`src/rtl/counter_seq_pkg.sv`:
```
// counter_seq_pkg
//   Shared encodings for the counter sequencer: the cmd_op command codes and
//   the sequencer FSM state type.
//   Ports: none (package).
package counter_seq_pkg;

    localparam logic [1:0] OP_LOAD  = 2'b00;
    localparam logic [1:0] OP_RUN   = 2'b01;
    localparam logic [1:0] OP_PAUSE = 2'b10;
    localparam logic [1:0] OP_ABORT = 2'b11;

    typedef enum logic [1:0] {
        S_IDLE   = 2'b00,
        S_RUN    = 2'b01,
        S_PAUSED = 2'b10
    } state_t;

endpackage

```
`src/rtl/counter_core.sv`:
```
// counter_core
//   WIDTH-bit binary up/down counter with synchronous load. Load wins over
//   enable. Also exposes the value one step away in the selected direction,
//   so the controller can see where the next step lands without doing any
//   arithmetic of its own.
//   Ports:
//     clk, rst_n  - rising-edge clock, asynchronous active-low reset
//     en          - step the counter this edge
//     load        - load load_val this edge
//     load_val    - value to load
//     up          - step direction: 1 = +1, 0 = -1 (modulo 2^WIDTH)
//     count       - registered counter value
//     count_step  - count +/- 1 according to up (combinational)
module counter_core #(
    parameter int WIDTH = 4
) (
    input  logic             clk,
    input  logic             rst_n,
    input  logic             en,
    input  logic             load,
    input  logic [WIDTH-1:0] load_val,
    input  logic             up,
    output logic [WIDTH-1:0] count,
    output logic [WIDTH-1:0] count_step
);

    logic [WIDTH-1:0] count_q;
    logic [WIDTH-1:0] count_d;

    always_comb begin
        count_step = up ? (count_q + WIDTH'(1)) : (count_q - WIDTH'(1));
        count_d    = count_q;
        if (load) begin
            count_d = load_val;
        end else if (en) begin
            count_d = count_step;
        end
    end

    always_ff @(posedge clk or negedge rst_n) begin
        if (!rst_n) begin
            count_q <= '0;
        end else begin
            count_q <= count_d;
        end
    end

    assign count = count_q;

endmodule

```
`src/rtl/counter_sequencer.sv`:
```
// counter_sequencer
//   Command-driven controller for counter_core. Accepts LOAD/RUN/PAUSE/ABORT
//   over a valid/ready handshake and steps the counter toward a latched
//   terminal value, pulsing done on the cycle the counter shows it.
//   Optional feature macro: COUNTER_SEQ_PRESCALE_EN adds the prescale port and
//   a tick counter so a step happens only every prescale+1 RUN cycles.
//   Ports:
//     clk, rst_n  - rising-edge clock, asynchronous active-low reset
//     cmd_valid   - command present
//     cmd_ready   - registered; high from the first edge after reset
//     cmd_op      - 00 LOAD, 01 RUN, 10 PAUSE, 11 ABORT
//     cmd_data    - load value (LOAD) or terminal value (RUN)
//     cmd_up      - RUN direction, 1 = up
//     prescale    - step interval minus 1 (prescaler builds only)
//     count       - current counter value
//     busy        - high in RUN or PAUSED
//     done        - one-cycle pulse when the terminal value is reached
//     cmd_err     - one-cycle pulse for a command illegal in the current state
module counter_sequencer
    import counter_seq_pkg::*;
#(
    parameter int WIDTH      = 4,
    parameter int PRESCALE_W = 8
) (
    input  logic                  clk,
    input  logic                  rst_n,
    input  logic                  cmd_valid,
    output logic                  cmd_ready,
    input  logic [1:0]            cmd_op,
    input  logic [WIDTH-1:0]      cmd_data,
    input  logic                  cmd_up,
`ifdef COUNTER_SEQ_PRESCALE_EN
    input  logic [PRESCALE_W-1:0] prescale,
`endif
    output logic [WIDTH-1:0]      count,
    output logic                  busy,
    output logic                  done,
    output logic                  cmd_err
);

    state_t           state_q, state_d;
    logic [WIDTH-1:0] term_q, term_d;
    logic             dir_q, dir_d;
    logic             busy_q, busy_d;
    logic             done_q, done_d;
    logic             cmd_err_q, cmd_err_d;
    logic             cmd_ready_q;

    logic             cmd_fire;
    logic             step;
    logic             core_en;
    logic             core_load;
    logic [WIDTH-1:0] count_step;

    assign cmd_fire = cmd_valid && cmd_ready_q;

`ifdef COUNTER_SEQ_PRESCALE_EN
    logic [PRESCALE_W-1:0] tick_q, tick_d;
    assign step = (tick_q == prescale);
`else
    // PRESCALE_W only sizes the optional port; referenced here so the
    // parameter stays meaningful in builds without the prescaler.
    logic unused_prescale_w;
    assign unused_prescale_w = ^PRESCALE_W;
    assign step              = 1'b1;
`endif

    counter_core #(
        .WIDTH (WIDTH)
    ) u_core (
        .clk        (clk),
        .rst_n      (rst_n),
        .en         (core_en),
        .load       (core_load),
        .load_val   (cmd_data),
        .up         (dir_q),
        .count      (count),
        .count_step (count_step)
    );

    always_comb begin
        state_d   = state_q;
        term_d    = term_q;
        dir_d     = dir_q;
        done_d    = 1'b0;
        cmd_err_d = 1'b0;
        core_en   = 1'b0;
        core_load = 1'b0;
`ifdef COUNTER_SEQ_PRESCALE_EN
        tick_d    = tick_q;
`endif
        case (state_q)
            S_IDLE: begin
                if (cmd_fire) begin
                    case (cmd_op)
                        OP_LOAD: core_load = 1'b1;
                        OP_RUN: begin
                            term_d = cmd_data;
                            dir_d  = cmd_up;
                            // Already at the terminal value: zero-length run.
                            if (count == cmd_data) begin
                                done_d = 1'b1;
                            end else begin
                                state_d = S_RUN;
`ifdef COUNTER_SEQ_PRESCALE_EN
                                tick_d  = '0;
`endif
                            end
                        end
                        OP_PAUSE: cmd_err_d = 1'b1;
                        default: ;
                    endcase
                end
            end
            S_RUN: begin
                // PAUSE and ABORT pre-empt any step due this cycle.
                if (cmd_fire && cmd_op == OP_PAUSE) begin
                    state_d = S_PAUSED;
                end else if (cmd_fire && cmd_op == OP_ABORT) begin
                    state_d = S_IDLE;
                end else begin
                    cmd_err_d = cmd_fire;
                    if (step) begin
                        core_en = 1'b1;
`ifdef COUNTER_SEQ_PRESCALE_EN
                        tick_d  = '0;
`endif
                        // Completion owns this cycle's status: the dropped
                        // command is not reported alongside done.
                        if (count_step == term_q) begin
                            state_d   = S_IDLE;
                            done_d    = 1'b1;
                            cmd_err_d = 1'b0;
                        end
                    end else begin
`ifdef COUNTER_SEQ_PRESCALE_EN
                        tick_d = tick_q + PRESCALE_W'(1);
`endif
                    end
                end
            end
            S_PAUSED: begin
                if (cmd_fire) begin
                    case (cmd_op)
                        OP_RUN:   state_d   = S_RUN;
                        OP_ABORT: state_d   = S_IDLE;
                        OP_LOAD:  cmd_err_d = 1'b1;
                        default: ;
                    endcase
                end
            end
            default: state_d = S_IDLE;
        endcase
        busy_d = (state_d != S_IDLE);
    end

    always_ff @(posedge clk or negedge rst_n) begin
        if (!rst_n) begin
            state_q     <= S_IDLE;
            term_q      <= '0;
            dir_q       <= 1'b0;
            busy_q      <= 1'b0;
            done_q      <= 1'b0;
            cmd_err_q   <= 1'b0;
            cmd_ready_q <= 1'b0;
`ifdef COUNTER_SEQ_PRESCALE_EN
            tick_q      <= '0;
`endif
        end else begin
            state_q     <= state_d;
            term_q      <= term_d;
            dir_q       <= dir_d;
            busy_q      <= busy_d;
            done_q      <= done_d;
            cmd_err_q   <= cmd_err_d;
            cmd_ready_q <= 1'b1;
`ifdef COUNTER_SEQ_PRESCALE_EN
            tick_q      <= tick_d;
`endif
        end
    end

    assign cmd_ready = cmd_ready_q;
    assign busy      = busy_q;
    assign done      = done_q;
    assign cmd_err   = cmd_err_q;

endmodule

```
`config.mk`:
```
export PLATFORM = sky130hd
export DESIGN_NAME = counter_sequencer
export DESIGN_NICKNAME = d
export VERILOG_FILES = /design/src/rtl/counter_seq_pkg.sv /design/src/rtl/counter_core.sv /design/src/rtl/counter_sequencer.sv
export SDC_FILE = /design/constraint.sdc
export NUM_CORES = 1
export LEC_CHECK = 0
export CORE_ASPECT_RATIO = 1.4
export CORE_MARGIN = 1
export CORE_UTILIZATION = 49
export CTS_BUF_LIST = sky130_fd_sc_hd__clkbuf_8 sky130_fd_sc_hd__clkbuf_16
export DETAILED_ROUTE_END_ITERATION = 7
export GPL_TIMING_DRIVEN = 0
export PLACE_DENSITY = 0.77
export SYNTH_ARGS = -nofsm -noshare
export SYNTH_HDL_FRONTEND = slang
export SYNTH_SLANG_ARGS = --single-unit
```
`constraint.sdc`:
```
create_clock -name clk -period 2.3 [get_ports clk]
set_input_delay 0.23 -clock clk [delete_from_list [all_inputs] [get_ports clk]]
set_output_delay 0.23 -clock clk [all_outputs]
set_load 0.02 [all_outputs]
```
======== After elaboration in Yosys (flattened, before gate mapping) ========
Index checks and enable logic that the tools add are counted.
word-level totals
  flip-flop bits (word level) ............. 15
  latch bits .............................. 0
  memory bits (writable) .................. 0
  ROM bits ................................ 0
  input port bits ......................... 10
  output and inout bits ................... 8
  word-level logic and storage cells ...... 56
  memories kept ........................... 0
cells by class
  $add $sub $neg .......................... 2
  multipliers ............................. 0
  div/mod/pow operators ................... 0
  $lt $le $gt $ge ......................... 0
  equality and inequality tests ........... 7
  shift-type cells ........................ 0
  muxes and demuxes ....................... 31
  bitwise logic cells ..................... 0
  reductions and logical operators ........ 8
operators by type and width
  kind                                              number
  two-way mux 1 bit                                 17
  two-way mux 2 bit                                 7
  two-way mux 4 bit                                 3
  == test 4 bit                                     2
  == test 2 bit, second input constant              3
  case mux 2 bit (3 select lines)                   1
  adder 4 x 1 -> 4 bit, second input constant       1
  == test 2 x 1 -> 1 bit, second input constant     2
  logical NOT 2 bit                                 2
  case mux 2 bit (2 select lines)                   1
  nonzero test 2 bit                                2
  subtractor 4 x 1 -> 4 bit, second input constant  1
  logical AND 1 bit                                 3
  case mux 1 bit (3 select lines)                   1
  AND reduction 3 bit                               1
  case mux 1 bit (2 select lines)                   1

======== Depth between registers and ports, before layout ========
Gate-level depths: netlist of run 1.
  depth in word-level cells ............... 8
  mapped depth ............................ 8
  depth with buffers taken out ............ 7

======== Cells and area by module ========
Synthesis of run 1 repeated with hierarchy kept, for this count alone.
unflattened totals
  cells, all modules ...................... 85
  area, all modules ....................... 932.1 sq um
by module, submodules not included
  module             instances  cells an instance  area each (sq um)  seq. area each (sq um)
  counter_sequencer  1          50                 589.3              275.3
  counter_core       1          35                 342.8              100.1

======== Worst setup path after synthesis of run 1 ========
OpenSTA, ideal clock, no wires.
  kind .................................... flip-flop to flip-flop
  start point ............................. register u_core.count_q[0], in the netlist u_core.count[0]
  end point ............................... register busy_q, in the netlist busy
  setup time .............................. 0.124 ns
  arrival time ............................ 1.950 ns
  data required time ...................... 2.176 ns
  path slack .............................. 0.226 ns
  cell stages (with the launch flop) ...... 9
  buffers on the path ..................... 1
  period minus slack after synthesis ...... 2.074 ns
  path through ............................ dfrtp_1 > buf_4 > inv_1 > fa_1 > xor2_1 > xor2_2 > o211ai_2 > o2bb2ai_2 > or2_1
on the way
  cells in the longest elaborated chain, start to end .. 8
  elaborated cells on any way between the ends .. 13
  classes of those cells .................. 2 x add/sub; 2 x eq/ne; 8 x mux; 1 x reduce/logical
ends and longest elaborated chain
  item                                                                      line                      source
  start: declaration                                                        counter_core.sv:27        logic [WIDTH-1:0] count_q;
  start signal: assignment                                                  counter_core.sv:44        count_q <= count_d;
  subtractor 4 x 1 -> 4 bit / adder 4 x 1 -> 4 bit (equally long branches)  counter_core.sv:31        count_step = up ? (count_q + WIDTH'(1)) : (count_q - WIDTH'(1));
  two-way mux 4 bit                                                         counter_core.sv:31
  == test 4 bit                                                             counter_sequencer.sv:130  if (count_step == term_q) begin
  two-way mux 2 bit                                                         counter_sequencer.sv:130
  two-way mux 2 bit                                                         counter_sequencer.sv:119  end else if (cmd_fire && cmd_op == OP_ABORT) begin
  two-way mux 2 bit                                                         counter_sequencer.sv:117  if (cmd_fire && cmd_op == OP_PAUSE) begin
  case mux 2 bit (3 select lines) (*)                                       counter_sequencer.sv:92   case (state_q)
  net state_d[0]                                                            counter_sequencer.sv:41   state_t state_q, state_d;
  nonzero test 2 bit (*)                                                    counter_sequencer.sv:154  busy_d = (state_d != S_IDLE);
  net busy_d                                                                counter_sequencer.sv:44   logic busy_q, busy_d;
  end signal: assignment                                                    counter_sequencer.sv:173  busy_q <= busy_d;
  end: declaration                                                          counter_sequencer.sv:44
The timed path passes the listed nets; every way through them passes the cells marked *.
A chain may end at the register's enable or synchronous reset.

======== Final worst setup path of run 1 ========
Ends and elaborated chain as after synthesis.

==> metrics.md, run 1 <==
| Metric | Value |
|---|---|
| Routed len/inst | 13.58 microns |
| GRT Total Usage | 20.58% |
| Area share of the largest cell type after synthesis | 41.90% |
| Post-route DRC | 0 |
| Row count | 17 |
| Initial antenna violation count | 0 |
| Post-CTS setup repair buffer count | 0 |
| CTS Buf Count | 3 |
| Worst stage delay on the critical path | 420 ps |
| Status | complete, no violations |
| # diodes | 0 |
| GP Congestion | 0.7921 |
| Syn nets | 94 |
| HP Class | primary input to asynchronous set/reset pin |
| Initial core utilization | 54.70% |
| Skew final | 1.805 ps |
| Max Fclk | 0.4888 GHz |
| Clock power frac | 14.0% |
| Clk pin slew, worst setup/hold paths | 60 ps |
| Vias | 674 |
| Area of the die | 2006 sq um |
| Die Wd | 38.14 microns |
| CP Cell Sequence | buf_4 > inv_1 > fa_1 > xor2_1 > xor2_2 > o211ai_2 > o2bb2ai_2 > or2_1 |
| Crit path kind | flip-flop to flip-flop |
| Final HPWL DP | 1277 microns |
| Buf/Inv on CP | 2 |
| #FFs+latches synth | 15 |
| Clock sink count | 15 |
| First-pass GRT wire length | 2794 microns |
| Routed Antenna Nets | 0 |
| Clock root buffer master | clkbuf_8 |
| Final Max Slew Viols | 0 |
| Number of global-route vias before repair | 689 |
| Area Growth Syn to Fin | 26.82% |
| TritonRoute pass-1 iters | 4 |
| Core ar. | 1638 sq um |
| Maxcap violations | 0 |
| P_sw | 598.6 uW |
| Yosys top cell by area | dfrtp_1 |
| WP data arrival | 2180 ps |
| Post-route minimum period | 2046 ps |
| Post-cts sizing count | 0 |
| Ys async rst share | 100.0% |
| Register area share after synthesis | 41.90% |
| Worst Path Max Fanout | 5 |
| CP delay by family, top | XOR/XNOR gates |
| Starting DRT DRC Count | 7 |
| Number of synthesized flops with an enable pin | 0 |
| Sequential share of power | 29.9% |
| Gate power share | 56.1% |
| Nets | 116 |
| Worst skew pair latency | 250 ps |
| Total congestion overflow | 0 |
| Power Dens Cells | 1333 nW/um^2 |
| Final instance area | 1136 sq um |
| Via density | 5.570 |
| Mapped Area | 895.9 sq um |
| Synth top cells by count | 15 x dfrtp_1, 8 x xnor2_1, 6 x nand2_1, 6 x nor2_1 |
| Final setup vio count | 0 |
| Pleak | 0.4791 nW |
| Tcrit/Tclk final | 88.95% |
| Worst rel slew slack | 54.97% |
| Layout cells sized above 1 | 12.75% |
| Placed standard-cell area | 1090 sq um |
| CTS tree | done |
| Worst Tran Pin Value | 673.3 ps |
| CP Launch Type | flip-flop |
| IO Port Bufs | 17 |
| Die Height | 52.59 microns |
| Final hold violation count | 0 |
| Max stage delay cell, worst path | fa_1 |
| Peak supply drop | 823.7 uV |
| Sw Ratio | 39.54% |
| RSZ-0062 raised after global routing | false |
| Main area contributors after synthesis | dfrtp_1 42%, xnor2_1 7.8%, mux2_1 5.0% |
| Largest net degree at the start of global routing | 16 |
| Top-count cell post-synth | dfrtp_1 |
| Cts hold-fix bufs | 0 |
| Worst Path Required | 2430 ps |
| Nature of the critical path endpoint | flip-flop |
| Cell count after synthesis | 81 |
| Cell-internal power | 915.4 uW |
| Setup TNS | 0 ps |
| Post-synthesis cell type count | 31 |
| Io pins | 18 |
| Syn. warnings | 0 |
| Top FF cell, synth | dfrtp_1 |
| H-tree depth | 1 |
| Clock Tree Buf Depth | 2 |
| Drt total wl | 1643 microns |
| Syn_area_per_cell | 11.06 sq um |
## flip-flops by register name (all words and copies together) (netlist names)
signal and flops:
term_q 4, u_core.count 4, state_q 2, busy 1
cmd_err 1, cmd_ready 1, dir_q 1, done 1
## metrics by stage
step	cells	total power [mW]	hold slack (ps)	util (%)	setup WS, ps
floorplan	81	1.080	-65.59	-	225.7
global placement	117	1.286	484.4	66.54	262.1
detailed placement	117	1.305	496.0	66.54	244.9
CTS	121	1.529	415.6	69.37	230.5
global route	121	1.632	460.8	69.37	95.85
finish	121	1.514	393.5	69.37	254.1
## layer usage
metal  track usage, %  wire [microns]  up-vias
met5                0               0        -
met3            2.553              56        4
met4            13.10              31        0
li1                 -               -      322
met1            23.20             655      332
met2            35.03             899       16
## path summary, 6_finish.rpt
check / start / cells after the start / slack [ps] / to
min in group clk: term_q[3]$_DFFE_PN0P_ / 1 / 510 / term_q[3]$_DFFE_PN0P_
hold reg to reg: term_q[3]$_DFFE_PN0P_ / 1 / 510 / term_q[3]$_DFFE_PN0P_
max in group asynchronous: rst_n / 1 / 1480 / busy$_DFF_PN0_
setup / recovery: u_core.count[0]$_DFFE_PN0P_ / 8 / 250 / busy$_DFF_PN0_
hold / removal: rst_n / 1 / 390 / term_q[1]$_DFFE_PN0P_
setup reg to reg: u_core.count[0]$_DFFE_PN0P_ / 8 / 250 / busy$_DFF_PN0_
## kinds of logic after synthesis
family / share of synthesized area (%)
and+or+nand+nor: 19.27
AOI/OAI and AO/OA: 10.75
adders and majority gates: 5.028
xor gates and xnor gates: 14.25
muxes: 5.028
buffers and inverters: 3.352
DFF: 41.90
other: 0.4186
## cells in the final DEF (no fill, tap or decap), types with 2 or more instances in the layout
cell type	n
clkdlybuf4s50_1	17
ha_1	2
xor2_1	2
dfrtp_1	15
a21oi_1	4
nand2_1	6
and3_1	2
clkbuf_8	3
inv_1	3
xnor2_1	8
nand3_1	4
o21ai_1	4
nor2_1	6
nand3b_1	2
a221o_1	2
mux2_1	4
## cell type report
type	count	area, sq um
flip-flops and latches	15	375.4
plain buffers	2	18.77
fillers	134	501.7
well taps	19	23.77
clock buffers	3	41.29
clock inverters	1	5.005
repair buffers	17	170.2
inverters	3	11.26
multi-input cells	61	490.5
## power groups by stage
stage                     Clock, mW  Sequential, mW  Combinational (mW)
final                         0.212           0.452               0.849
after global routing          0.233           0.465               0.935
after CTS                     0.221           0.455               0.854
after detailed placement          0           0.460               0.846
after global placement            0           0.454               0.832
after floorplan                   0           0.498               0.582
(Power assumes the default switching activity.)
==> inputs of run 2 (changes only) <==
- SLEW_MARGIN: default -> 5
==> results of run 2 <==
Same layout as run 1: the final DEF is identical, and so are final timing and power.
==> inputs of run 3 (changes only) <==
- GPL_ROUTABILITY_DRIVEN: default -> 0
- GPL_TIMING_DRIVEN: 0 -> default
==> metrics.md, run 3 (synthesized netlist as in run 1, its figures left out) <==
| Metric | Value |
|---|---|
| HP Class | primary input to asynchronous set/reset pin |
| Number of global-route vias before repair | 573 (-17%) |
| Worst Path Max Fanout | 6 (+1) |
| Area of the die | 2006 sq um (unchanged) |
| CTS Buf Count | 3 (unchanged) |
| Cts hold-fix bufs | 0 (unchanged) |
| First-pass GRT wire length | 2608 microns (-6.7%) |
| Setup WS pre-CTS | 245.7 ps (+0.8350 ps) |
| Final instance area | 1124 sq um (-1.1%) |
| Final Max Slew Viols | 0 (unchanged) |
| Placed standard-cell area | 1079 sq um (-1.0%) |
| Peak supply drop | 687.1 uV (-17%) |
| Crit path kind | flip-flop to flip-flop |
| Post-route minimum period | 2053 ps (+7.290 ps) |
| Layout cells sized above 1 | 10.89% (-1.9 points) |
| Max Fclk | 0.4871 GHz (-0.36%) |
| Power Dens Cells | 1330 nW/um^2 (-0.21%) |
| CP endpoint | busy$_DFF_PN0_ |
| GRT Total Usage | 19.51% (-1.1 points) |
| TritonRoute pass-1 iters | 4 (unchanged) |
| Final std cells w/o fill | 120 (-0.83%) |
| Clock root buffer master | clkbuf_8 |
| Nature of the critical path endpoint | flip-flop |
| Routed Antenna Nets | 0 (unchanged) |
| FF-to-FF setup slack | 250 ps (about the same) |
| H-tree depth | 1 (unchanged) |
| Most common cell after layout, fill and taps aside | clkdlybuf4s50_1 |
| Total Power | 1.494 mW (-1.3%) |
| Most frequent cells in the layout | 17 x clkdlybuf4s50_1, 15 x dfrtp_1, 8 x xnor2_1, 6 x nor2_1, 6 x nand2_1 |
| Worst setup margin | 246.9 ps (-7.290 ps) |
| Worst hold margin | 405.5 ps (+12.02 ps) |
| Die Wd | 38.14 microns (unchanged) |
| Final hold violation count | 0 (unchanged) |
| # diodes | 0 (unchanged) |
| Clk pin slew, worst setup/hold paths | 60 ps (about the same) |
| Initial antenna violation count | 0 (unchanged) |
| Status | complete, no violations |
| Row count | 17 (unchanged) |
| Drt total wl | 1720 microns (+4.7%) |
| Maxcap violations | 0 (unchanged) |
| Placed cell count | 116 (-0.85%) |
| Area Growth Syn to Fin | 25.42% |
| Worst Path Required | 2420 ps (about the same) |
| RSZ-0062 raised after global routing | false |
| Post-cts sizing count | 0 (unchanged) |
| Skew final | 3.320 ps (+1.515 ps) |
| Final setup vio count | 0 (unchanged) |
| Crit Reg-Reg Endpoint | busy$_DFF_PN0_ |
| Via density | 5.400 (-3.1%) |
| Critical Path Source | u_core.count[0]$_DFFE_PN0P_ |
| Clock Tree Buf Depth | 2 (unchanged) |
| Initial core utilization | 54.70% (unchanged) |
| CP Launch Type | flip-flop |
| Post-CTS setup repair buffer count | 0 (unchanged) |
| IO Port Bufs | 17 (unchanged) |
| Core ar. | 1638 sq um (unchanged) |
| Post-route DRC | 0 (unchanged) |
| R2R depth | 7 (-1) |
| Clock sink count | 15 (unchanged) |
| WP data arrival | 2180 ps (about the same) |
| Pleak | 0.4749 nW (-0.88%) |
| Routed len/inst | 14.33 microns (+5.6%) |
| Io pins | 18 (unchanged) |
| CTS tree | done |
| Nets | 115 (-0.86%) |
| Vias | 648 (-3.9%) |
| Worst Tran Pin Value | 694.6 ps (+21.34 ps) |
| Final HPWL DP | 1365 microns (+6.8%) |
| Setup TNS | 0 ps (unchanged) |
| Total congestion overflow | 0 (unchanged) |
| Starting DRT DRC Count | 11 (+4) |
| Crit Reg-Reg Startpoint | u_core.count[0]$_DFFE_PN0P_ |
| Post-Route Utilization | 68.60% (-0.76 points) |
| Largest net degree at the start of global routing | 16 (unchanged) |
| Worst rel slew slack | 53.55% (-1.4 points) |
| Worst skew pair latency | 240 ps (about the same) |
| Die Height | 52.59 microns (unchanged) |
| Tcrit/Tclk final | 89.27% (+0.32 points) |
[run 3: cell types whose count changed in the layout (fill, tap and decap cells not counted)]
| cell | delta |
|---|---|
| clkinv_2 | -1 |
| inv_1 | +1 |
| buf_6 | -1 |
[run 3: worst max-delay path, cell delays in order, from the launching register on]
cell and delay, ps:
dfrtp_1 470, inv_1 100, fa_1 430, xor2_1 290
xor2_2 170, o211ai_2 130, o2bb2ai_2 140, or2_1 210
[run 3: worst min-delay path by stage]
stage	start	to	cells after the start
after detailed placement	term_q[0]$_DFFE_PN0P_	term_q[0]$_DFFE_PN0P_	1
final	rst_n	dir_q$_DFFE_PN0P_	1
after global routing	rst_n	u_core.count[3]$_DFFE_PN0P_	1
after CTS	rst_n	u_core.count[3]$_DFFE_PN0P_	1
after global placement	term_q[3]$_DFFE_PN0P_	term_q[3]$_DFFE_PN0P_	1
after floorplan	rst_n	busy$_DFF_PN0_	0
[run 3: layout make-up]
type                    instances  area [sq um]
fillers                       132         514.2
multi-input cells              61         490.5
flip-flops and latches         15         375.4
repair buffers                 18         177.7
clock buffers                   3         41.29
well taps                      19         23.77
inverters                       3         11.26
clock inverters                 1         3.754
[run 3: per-layer routing]
layer | GRT usage (%) | part of all wire, % | up-vias
li1 | - | - | 325
met2 | 30.51 | 54 | 12
met1 | 24.52 | 43 | 311
met4 | 8.929 | 0 | 0
met3 | 5.106 | 3.0 | 0
met5 | 0 | 0 | -
[run 3: report_power, final]
part | switching [mW] | internal (mW) | total, mW | leakage [nW]
clock network | 0.0865 | 0.118 | 0.204 | 0.0269
logic | 0.397 | 0.420 | 0.816 | 0.260
registers | 0.112 | 0.361 | 0.473 | 0.188
